==> config.mk <==
export PLATFORM = sky130hd
export DESIGN_NAME = lane_decrypt_seq
export DESIGN_NICKNAME = d
export VERILOG_FILES = /design/src/rtl/lane_decrypt_seq.sv
export SDC_FILE = /design/constraint.sdc
export NUM_CORES = 1
export LEC_CHECK = 0
export ABC_AREA = 1
export ABC_CLOCK_PERIOD_IN_PS = 4100
export BUFFER_PORTS_ARGS = -buffer_cell sky130_fd_sc_hd__buf_2
export CORE_ASPECT_RATIO = 1.75
export CORE_UTILIZATION = 40
export CTS_CLUSTER_DIAMETER = 120
export DETAILED_ROUTE_END_ITERATION = 16
export GPL_TIMING_DRIVEN = 0
export PLACE_DENSITY = 0.57
export SKIP_LAST_GASP = 1
export SLEW_MARGIN = 10
export SYNTH_ARGS = -nofsm -noshare
export SYNTH_HDL_FRONTEND = slang
export SYNTH_SLANG_ARGS = --single-unit
export TNS_END_PERCENT = 5
==> constraint.sdc <==
create_clock -name clk -period 4.1 [get_ports clk]
set_input_delay 0.205 -clock clk [delete_from_list [all_inputs] [get_ports clk]]
set_output_delay 0.205 -clock clk [all_outputs]
set_load 0.01 [all_outputs]
==> src/rtl/lane_decrypt_seq.sv <==
// lane_decrypt_seq: inverse companion of the forward vector lane.
// Takes cipher elements tagged with the forward op select and recovers the plaintext through a
// two-stage valid/ready pipeline. Stage 1 registers the input. Stage 2 computes the inverse and
// registers the result.
//
// Ports:
//   clk, rst_n      clock (rising edge), asynchronous active-low reset
//   s_valid_i       input element valid
//   s_ready_o       block can accept an element this cycle
//   s_data_i        cipher element (forward data1)
//   s_operand_i     forward operand (data2); shifts use [SHW-1:0]
//   s_select_i      forward op select: [3:1] op, [0] variant
//   m_valid_o       output element valid
//   m_ready_i       downstream accepts the output
//   m_data_o        recovered element
//   m_last_o        output element is index VLEN-1 of its vector
//   m_err_o         output element's op was not invertible or illegal
//   err_sticky_o    set by any transferred erroneous element
//   clr_err_i       synchronous clear of err_sticky_o (a coincident set wins)
module lane_decrypt_seq #(
  parameter int unsigned WIDTH = 8,
  parameter int unsigned SHW   = 3,
  parameter int unsigned VLEN  = 4
) (
  input  logic             clk,
  input  logic             rst_n,
  input  logic             s_valid_i,
  output logic             s_ready_o,
  input  logic [WIDTH-1:0] s_data_i,
  input  logic [WIDTH-1:0] s_operand_i,
  input  logic [3:0]       s_select_i,
  output logic             m_valid_o,
  input  logic             m_ready_i,
  output logic [WIDTH-1:0] m_data_o,
  output logic             m_last_o,
  output logic             m_err_o,
  output logic             err_sticky_o,
  input  logic             clr_err_i
);

  localparam int unsigned CntW = (VLEN > 1) ? $clog2(VLEN) : 1;
  localparam logic [CntW-1:0] CntMax = CntW'(VLEN - 1);

  // Stage 1 registers
  logic             s1_valid_q, s1_valid_d;
  logic [WIDTH-1:0] s1_data_q, s1_data_d;
  logic [WIDTH-1:0] s1_operand_q, s1_operand_d;
  logic [3:0]       s1_select_q, s1_select_d;

  // Stage 2 (output) registers
  logic             m_valid_q, m_valid_d;
  logic [WIDTH-1:0] m_data_q, m_data_d;
  logic             m_err_q, m_err_d;

  logic [CntW-1:0]  cnt_q, cnt_d;
  logic             err_sticky_q, err_sticky_d;

  logic             s_xfer;
  logic             m_xfer;
  logic             s2_load;

  // Inverse datapath results
  logic [SHW-1:0]     sh;
  logic [2*WIDTH-1:0] dbl;
  logic [2*WIDTH-1:0] rot_r;
  logic [2*WIDTH-1:0] rot_l;
  logic [WIDTH-1:0]   inv_data;
  logic               inv_err;

  // Stage 2 can take a new value when it is empty or its content leaves this cycle.
  assign s2_load   = !m_valid_q || m_ready_i;
  assign s_ready_o = !s1_valid_q || !m_valid_q || m_ready_i;
  assign s_xfer    = s_valid_i && s_ready_o;
  assign m_xfer    = m_valid_q && m_ready_i;

  // Doubling the word makes rotation a plain shift of the concatenation.
  always_comb begin
    sh    = s1_operand_q[SHW-1:0];
    dbl   = {s1_data_q, s1_data_q};
    rot_r = dbl >> sh;
    rot_l = dbl << sh;
    inv_data = s1_data_q;
    inv_err  = 1'b0;
    case (s1_select_q[3:1])
      3'd0: inv_data = s1_select_q[0] ? (s1_data_q + s1_operand_q)
                                      : (s1_data_q - s1_operand_q);
      3'd1: inv_data = s1_data_q ^ s1_operand_q;
      3'd2: inv_data = s1_select_q[0] ? (s1_data_q << sh) : (s1_data_q >> sh);
      3'd3: inv_data = s1_select_q[0] ? rot_l[2*WIDTH-1:WIDTH] : rot_r[WIDTH-1:0];
      default: begin
        // Shift-and-with-key loses information; ops 5-7 do not exist.
        inv_data = s1_data_q;
        inv_err  = 1'b1;
      end
    endcase
  end

  always_comb begin
    s1_valid_d   = s1_valid_q;
    s1_data_d    = s1_data_q;
    s1_operand_d = s1_operand_q;
    s1_select_d  = s1_select_q;
    m_valid_d    = m_valid_q;
    m_data_d     = m_data_q;
    m_err_d      = m_err_q;
    cnt_d        = cnt_q;
    err_sticky_d = err_sticky_q;

    if (s_xfer) begin
      s1_valid_d   = 1'b1;
      s1_data_d    = s_data_i;
      s1_operand_d = s_operand_i;
      s1_select_d  = s_select_i;
    end else if (s2_load) begin
      s1_valid_d = 1'b0;
    end

    if (s2_load) begin
      m_valid_d = s1_valid_q;
      if (s1_valid_q) begin
        m_data_d = inv_data;
        m_err_d  = inv_err;
      end
    end

    if (m_xfer) begin
      cnt_d = (cnt_q == CntMax) ? '0 : cnt_q + 1'b1;
    end

    if (m_xfer && m_err_q) begin
      err_sticky_d = 1'b1;
    end else if (clr_err_i) begin
      err_sticky_d = 1'b0;
    end
  end

  always_ff @(posedge clk or negedge rst_n) begin
    if (!rst_n) begin
      s1_valid_q   <= 1'b0;
      s1_data_q    <= '0;
      s1_operand_q <= '0;
      s1_select_q  <= '0;
      m_valid_q    <= 1'b0;
      m_data_q     <= '0;
      m_err_q      <= 1'b0;
      cnt_q        <= '0;
      err_sticky_q <= 1'b0;
    end else begin
      s1_valid_q   <= s1_valid_d;
      s1_data_q    <= s1_data_d;
      s1_operand_q <= s1_operand_d;
      s1_select_q  <= s1_select_d;
      m_valid_q    <= m_valid_d;
      m_data_q     <= m_data_d;
      m_err_q      <= m_err_d;
      cnt_q        <= cnt_d;
      err_sticky_q <= err_sticky_d;
    end
  end

  assign m_valid_o    = m_valid_q;
  assign m_data_o     = m_data_q;
  assign m_err_o      = m_err_q;
  assign m_last_o     = m_valid_q && (cnt_q == CntMax);
  assign err_sticky_o = err_sticky_q;

endmodule

==> results of run 1 <==
## worst paths after layout
| check | slack (ps) | start | cells past startpoint | to |
|---|---|---|---|---|
| min in group clk | 110 | clr_err_i | 2 | err_sticky_o$_DFFE_PN0P_ |
| max | 1270 | s1_operand_q[1]$_DFFE_PN0P_ | 16 | m_data_o[5]$_DFFE_PN0P_ |
| max in group asynchronous | 3610 | rst_n | 1 | m_data_o[7]$_DFFE_PN0P_ |
| min reg2reg | 470 | m_data_o[7]$_DFFE_PN0P_ | 2 | m_data_o[7]$_DFFE_PN0P_ |
| min | -10 | rst_n | 1 | s1_data_q[3]$_DFFE_PN0P_ |
| max reg2reg | 1270 | s1_operand_q[1]$_DFFE_PN0P_ | 16 | m_data_o[5]$_DFFE_PN0P_ |
## cell families after synthesis
family,count (synthesis),synth area share (%)
adders and majority gates,12,5.67
and+or+nand+nor,242,37.5
AOI/OAI and AO/OA,72,13.9
muxes,2,0.810
buffers and inverters,56,8.64
xor gates and xnor gates,9,2.84
DFF,34,30.6
## per-stage QoR
step | instance area (um^2) | total power, mW
4_1_cts | 3270 | 1.79
3_5_place_dp | 3070 | 1.26
2_1_floorplan | 2780 | 1.02
3_3_place_gp | 3070 | 1.26
5_1_grt | 3270 | 1.92
6_report | 3270 | 1.78
## final cells by class
class,instances,area [um^2]
buffer,14,80.1
clock buffer,6,139
clock inverter,2,60.1
fill,728,3370
inverter,42,160
multi-input combinational,337,1690
sequential,34,851
tap,82,103
timing repair buffer,37,185
## flip-flops by register name (all words and copies together) (netlist names)
name / count
s1_operand_q: 8
s1_valid_q: 1
m_valid_o: 1
m_data_o: 8
cnt_q: 2
s1_select_q: 4
s1_data_q: 8
m_err_o: 1
err_sticky_o: 1
## placed cells by master, fill, tap and decap left out, types with 2 or more instances in the layout
master and n:
nand2_2 4, clkbuf_16 5, buf_2 44, nor2_1 29, bufinv_16 2, a21oi_1 43
xor2_1 6, nand3_1 52, buf_6 2, nand4_1 8, mux2_2 2, o21a_1 4
dfrtp_1 34, or2_2 2, xnor2_1 3, clkbuf_1 4, o21ai_1 6, nor2_2 5
nand2_1 137, o21ai_0 11, a31oi_1 3, inv_2 6, ha_1 11, o211ai_1 2
inv_1 35
## power breakdown
group / total, mW / internal (mW) / switching [mW] / leakage [nW]
clock: 0.513 / 0.365 / 0.148 / 0.0971
combinational: 0.780 / 0.278 / 0.502 / 1.21
sequential: 0.493 / 0.414 / 0.0788 / 0.392
total: 1.78 / 1.06 / 0.728 / 1.70
## routing by layer
layer | global-route usage (%) | up-vias | share of wire (%)
li1 | - | 1492 | -
met1 | 30.3 | 1429 | 37
met2 | 51.2 | 134 | 53
met3 | 4.27 | 36 | 4.7
met4 | 18.8 | 0 | 5.7
met5 | 0 | - | 0
## critical path, stage by stage, from the launching register on
cell	delay [ps]
dfrtp_1	430
inv_1	100
buf_2	240
ha_1	180
inv_1	50
nor2_1	200
a21oi_1	120
xor2_1	150
ha_1	360
nand2_1	110
or2_2	320
nand3_1	70
nand2_1	50
nand3_1	130
nand3_1	100
nand2_1	60
nand2_1	50
==> run_results.csv, run 1 <==
group,metric,value,unit
routing,vias,3091,
power_and_ir_drop,p_leak,1.70,nW
power_and_ir_drop,p_per_area,547,mW/mm^2
timing,slew_headroom,48.5,%
place,dp_slack,1300,ps
final_layout,layout-drive-gt1-share,16.5,%
routing,route.detailed.drc,0,
clock_network,cts-resized-gates,0,
setup_path,start_kind,"register",
hold_path,hold_class,"in -> async",
setup_path,end_kind,"register",
clock_network,cts_setup_buffers,0,
timing,finalHoldViolCount,11,
clock_network,clk_pin_slew,60,ps
global_route,grt_remaining_overflow,0,
timing,rsz0062_at_grt,"no",
global_route,antenna_found_initial,0,
global_route,track_usage,28.8,%
clock_network,clock-root-buffer,"clkbuf_16",
yosys,yosysTopAreaCellShare,30.6,%
yosys,synth_cell_types,34,
power_and_ir_drop,irDropWorstVdd,0.536,mV
clock_network,cts_inserted_buffers,5,
timing,min_period,2830,ps
routing,wirelength,9570,um
timing,fin_setup_tns,0,ps
place,dp_hpwl,7530,um
routing,ant_nets,0,
yosys,yosysSeqAreaShare,30.6,%
routing,firstDrtPassIters,5,
yosys,syn_area_per_cell,6.51,um^2
timing,max_freq,0.353,GHz
yosys,synth-edff-count,0,
timing,setup_ws,1270,ps
floorplanning,die_w,65.0,um
job,max_cap_viol_count,0,
clock_network,hold_buffers,0,
yosys,synth_flop_cell,"dfrtp_1",
yosys,synth_top_area_cell,"dfrtp_1",
yosys,synth.most_common_cell,"nand2_1",
timing,worst_pin_slew,772,ps
final_layout,fin_nets,508,
setup_path,path_class,"reg -> reg",
routing,wl_per_cell,17.3,um
final_layout,final_cells,554,
floorplanning,core_region_area,0.00664,mm^2
final_layout,area_growth,17.5,%
clock_network,cts.sinks,34,
outcome,status,"finished, violations left",
global_route,grt_pass1_vias,3174,
outcome,violations,"hold timing",
yosys,synthCells,427,
yosys,synth-async-reset-ratio,100,%
floorplanning,die_area,0.00730,mm^2
timing,finalClockSkew,4.21,ps
timing,hold_slack,-13.6,ps
floorplanning,rows,39,
clock_network,tritoncts,"built",
clock_network,clock_latency,290,ps
routing,drt_first_iter_violations,173,
place,port_buffers,37,
yosys,synth_common_cells,"137 x nand2_1, 52 x nand3_1, 43 x a21oi_1",
setup_path,cp_data_arrival_time,3020,ps
floorplanning,start_util,41.9,%
timing,post-route-period-util,69.1,%
yosys,syn-num-nets,464,
routing,viasPerCell,5.58,
setup_path,required,4280,ps
setup_path,path_max_fanout,10,
timing,slew_violations,0,
global_route,grt_max_degree,35,
yosys,synth_area_leaders,"dfrtp_1 31%, nand2_1 19%, nand3_1 9.4%, a21oi_1 7.7%, ha_1 5.0%",
place,routabilityCongestion,0.964,
floorplanning,die_y,112,um
yosys,syn_area,0.00278,mm^2
clock_network,ctsHtreeMaxLevel,2,
final_layout,post-route-util,49.2,%
clock_network,cts_buffer_depth,2,
yosys,ys_ff_latch,34,
timing,finalSetupViolations,0,
global_route,grt_pass1_wl,15500,um
floorplanning,pin_count,38,
yosys,yosys_warnings,0,
final_layout,antennaDiodeCount,0,
place,place_inst,546,
No activity file was read; power rests on OpenSTA's default activity.
==> run 2, diff against run 1 <==
ABC_CLOCK_PERIOD_IN_PS = 2400   (was 4100)
PLACE_DENSITY = 0.59   (was 0.57)
clock period = 2.4 ns   (was 4.1 ns; I/O delays follow)
==> run 2 against run 1 <==
The flow finishes with violations (setup timing). Routed wire length up 2.6%. Total power is 74% higher. Sequential power grew 70%. Critical path depth is the same. Global-route usage rose by 0.45 points. Clock skew barely moved.
==> run_results.csv, run 2 (synthesis gave the netlist of run 1 again) <==
group,metric,value,unit
place,place_inst,546,
timing,slew_headroom,49.2,%
timing,finalHoldViolCount,0,
timing,setup_ws,-44.5,ps
setup_path,cp_num_buf_inv,3,
place,port_buffers,37,
final_layout,final_cells,564,
setup_path,end_kind,"register",
clock_network,tritoncts,"built",
timing,finalSetupViolations,4,
power_and_ir_drop,p_per_area,897,mW/mm^2
final_layout,final_area,0.00345,mm^2
floorplanning,pin_count,38,
job,max_cap_viol_count,0,
setup_path,cp_data_arrival_time,2620,ps
setup_path,cpPeakStageDelay,430,ps
setup_path,path_class,"reg -> reg",
clock_network,cts_inserted_buffers,5,
timing,rsz0062_at_grt,"yes",
timing,min_period,2440,ps
routing,ant_nets,0,
clock_network,cts_buffer_depth,2,
power_and_ir_drop,irDropWorstVdd,0.716,mV
setup_path,path_delay_family,"simple AND/OR/NAND/NOR gates",
setup_path,required,2570,ps
timing,slew_violations,0,
global_route,grt_pass1_wl,15500,um
floorplanning,rows,39,
routing,drt_first_iter_violations,274,
timing,max_freq,0.409,GHz
clock_network,ctsHtreeMaxLevel,2,
routing,wirelength,9820,um
routing,firstDrtPassIters,4,
final_layout,layout-drive-gt1-share,23.7,%
final_layout,final_common_cell,"nand2_1",
timing,finalClockSkew,3.94,ps
final_layout,fin_nets,519,
floorplanning,die_y,112,um
global_route,grt_remaining_overflow,0,
global_route,track_usage,29.2,%
outcome,status,"finished, violations left",
routing,route.detailed.drc,0,
setup_path,cp_slowest_cell,"dfrtp_2",
routing,viasPerCell,5.43,
final_layout,area_growth,24.3,%
setup_path,critPathMostFrequentCell,"nand2_1",
floorplanning,die_w,65.0,um
outcome,violations,"setup timing",
floorplanning,die_area,0.00730,mm^2
place,placed_area,0.00307,mm^2
routing,wl_per_cell,17.4,um
place,dp_hpwl,7650,um
timing,hold_slack,23.0,ps
clock_network,cts.sinks,34,
place,dp_slack,-478,ps
setup_path,start_kind,"register",
setup_path,path_max_fanout,3,
hold_path,hold_class,"in -> reg",
timing,post-route-period-util,102,%
routing,vias,3065,
floorplanning,core_region_area,0.00664,mm^2
final_layout,antennaDiodeCount,0,
clock_network,clock_latency,280,ps
global_route,grt_pass1_vias,3051,
place,routabilityCongestion,1.01,
clock_network,clk_pin_slew,50,ps
global_route,antenna_found_initial,0,
setup_path,path_cells,"inv_2 -> buf_6 -> ha_4 -> inv_4 -> nor2_4 -> a21oi_2 -> xor2_1 -> ha_1 -> nand2_2 -> or2_4 -> nand3_1 -> nand2_1 -> nand3_2 -> nand3_2 -> nand2_1 -> nand2_1",
floorplanning,start_util,41.9,%
clock_network,clock-root-buffer,"clkbuf_16",
power_and_ir_drop,p_leak,1.76,nW
global_route,grt_max_degree,35,
timing,worst_pin_slew,762,ps
final_layout,n_fill_cell,721,
final_layout,mostFrequentLayoutCells,"132 x nand2_1, 48 x nand3_1, 42 x buf_2",
-- run 2: cell count changes in the layout (fill, tap and decap cells not counted), sizes merged --
| cell | delta |
|---|---|
| buf | +9 |
| bufinv | -1 |
| clkbuf | +1 |
| dlygate4sd3 | +1 |
-- run 2: layout make-up --
cell class / count / area [um^2] / share of cell area (%)
Tap cell: 82 / 103 / 2.97
Timing Repair Buffer: 49 / 278 / 8.04
Sequential cell: 34 / 852 / 24.7
Clock buffer: 6 / 139 / 4.02
Clock inverter: 1 / 30.0 / 0.869
Inverter: 42 / 168 / 4.85
Multi-Input combinational cell: 337 / 1810 / 52.3
Buffer: 13 / 77.6 / 2.25
-- run 2: path summary, 6_finish.rpt --
kind                            cells after the start  slack, ps                     endpoint                         from
worst max-delay path                               16        -40      m_data_o[5]$_DFFE_PN0P_  s1_operand_q[1]$_DFFE_PN0P_
worst min-delay path                                2         20     err_sticky_o$_DFFE_PN0P_                    clr_err_i
worst max register to register                     16        -40      m_data_o[5]$_DFFE_PN0P_  s1_operand_q[1]$_DFFE_PN0P_
worst min register to register                      2        470      m_data_o[7]$_DFFE_PN0P_      m_data_o[7]$_DFFE_PN0P_
max in group asynchronous                           2       1430  s1_operand_q[1]$_DFFE_PN0P_                        rst_n
min in group asynchronous                           2        450      m_data_o[2]$_DFFE_PN0P_                        rst_n
-- run 2: metrics by stage --
| stage | utilization [%] | TNS (ps) | total power [mW] |
|---|---|---|---|
| 6_report | 52.1 | -135 | 3.10 |
| 3_3_place_gp | 46.2 | -2550 | 2.14 |
| 5_1_grt | 52.1 | -738 | 3.31 |
| 2_1_floorplan | - | 0 | 1.74 |
| 3_5_place_dp | 46.2 | -2690 | 2.16 |
| 4_1_cts | 50.8 | -70.5 | 3.01 |
-- run 2: routing by layer --
metal,wire (um),global-route usage (%),vias to the layer above
met4,637,16.1,0
met2,5220,53.3,104
met3,338,3.46,41
met1,3620,31.4,1407
met5,0,0,-
li1,-,-,1513
-- run 2: power by group --
group	leakage [nW]	switching, mW	internal [mW]
clock network	0.0829	0.233	0.512
registers	0.391	0.128	0.708
logic	1.28	0.944	0.574
-- run 2: repair_timing --
item / 4_1_cts / 5_1_grt
buffers inserted: 8 / 3
gates cloned: 0 / 0
hold buffers: 1 / 0
hold endpoints to repair: 34 / 0
pin swaps: 7 / 15
setup endpoints to repair: 7 / 7
resized for setup: 23 / 16
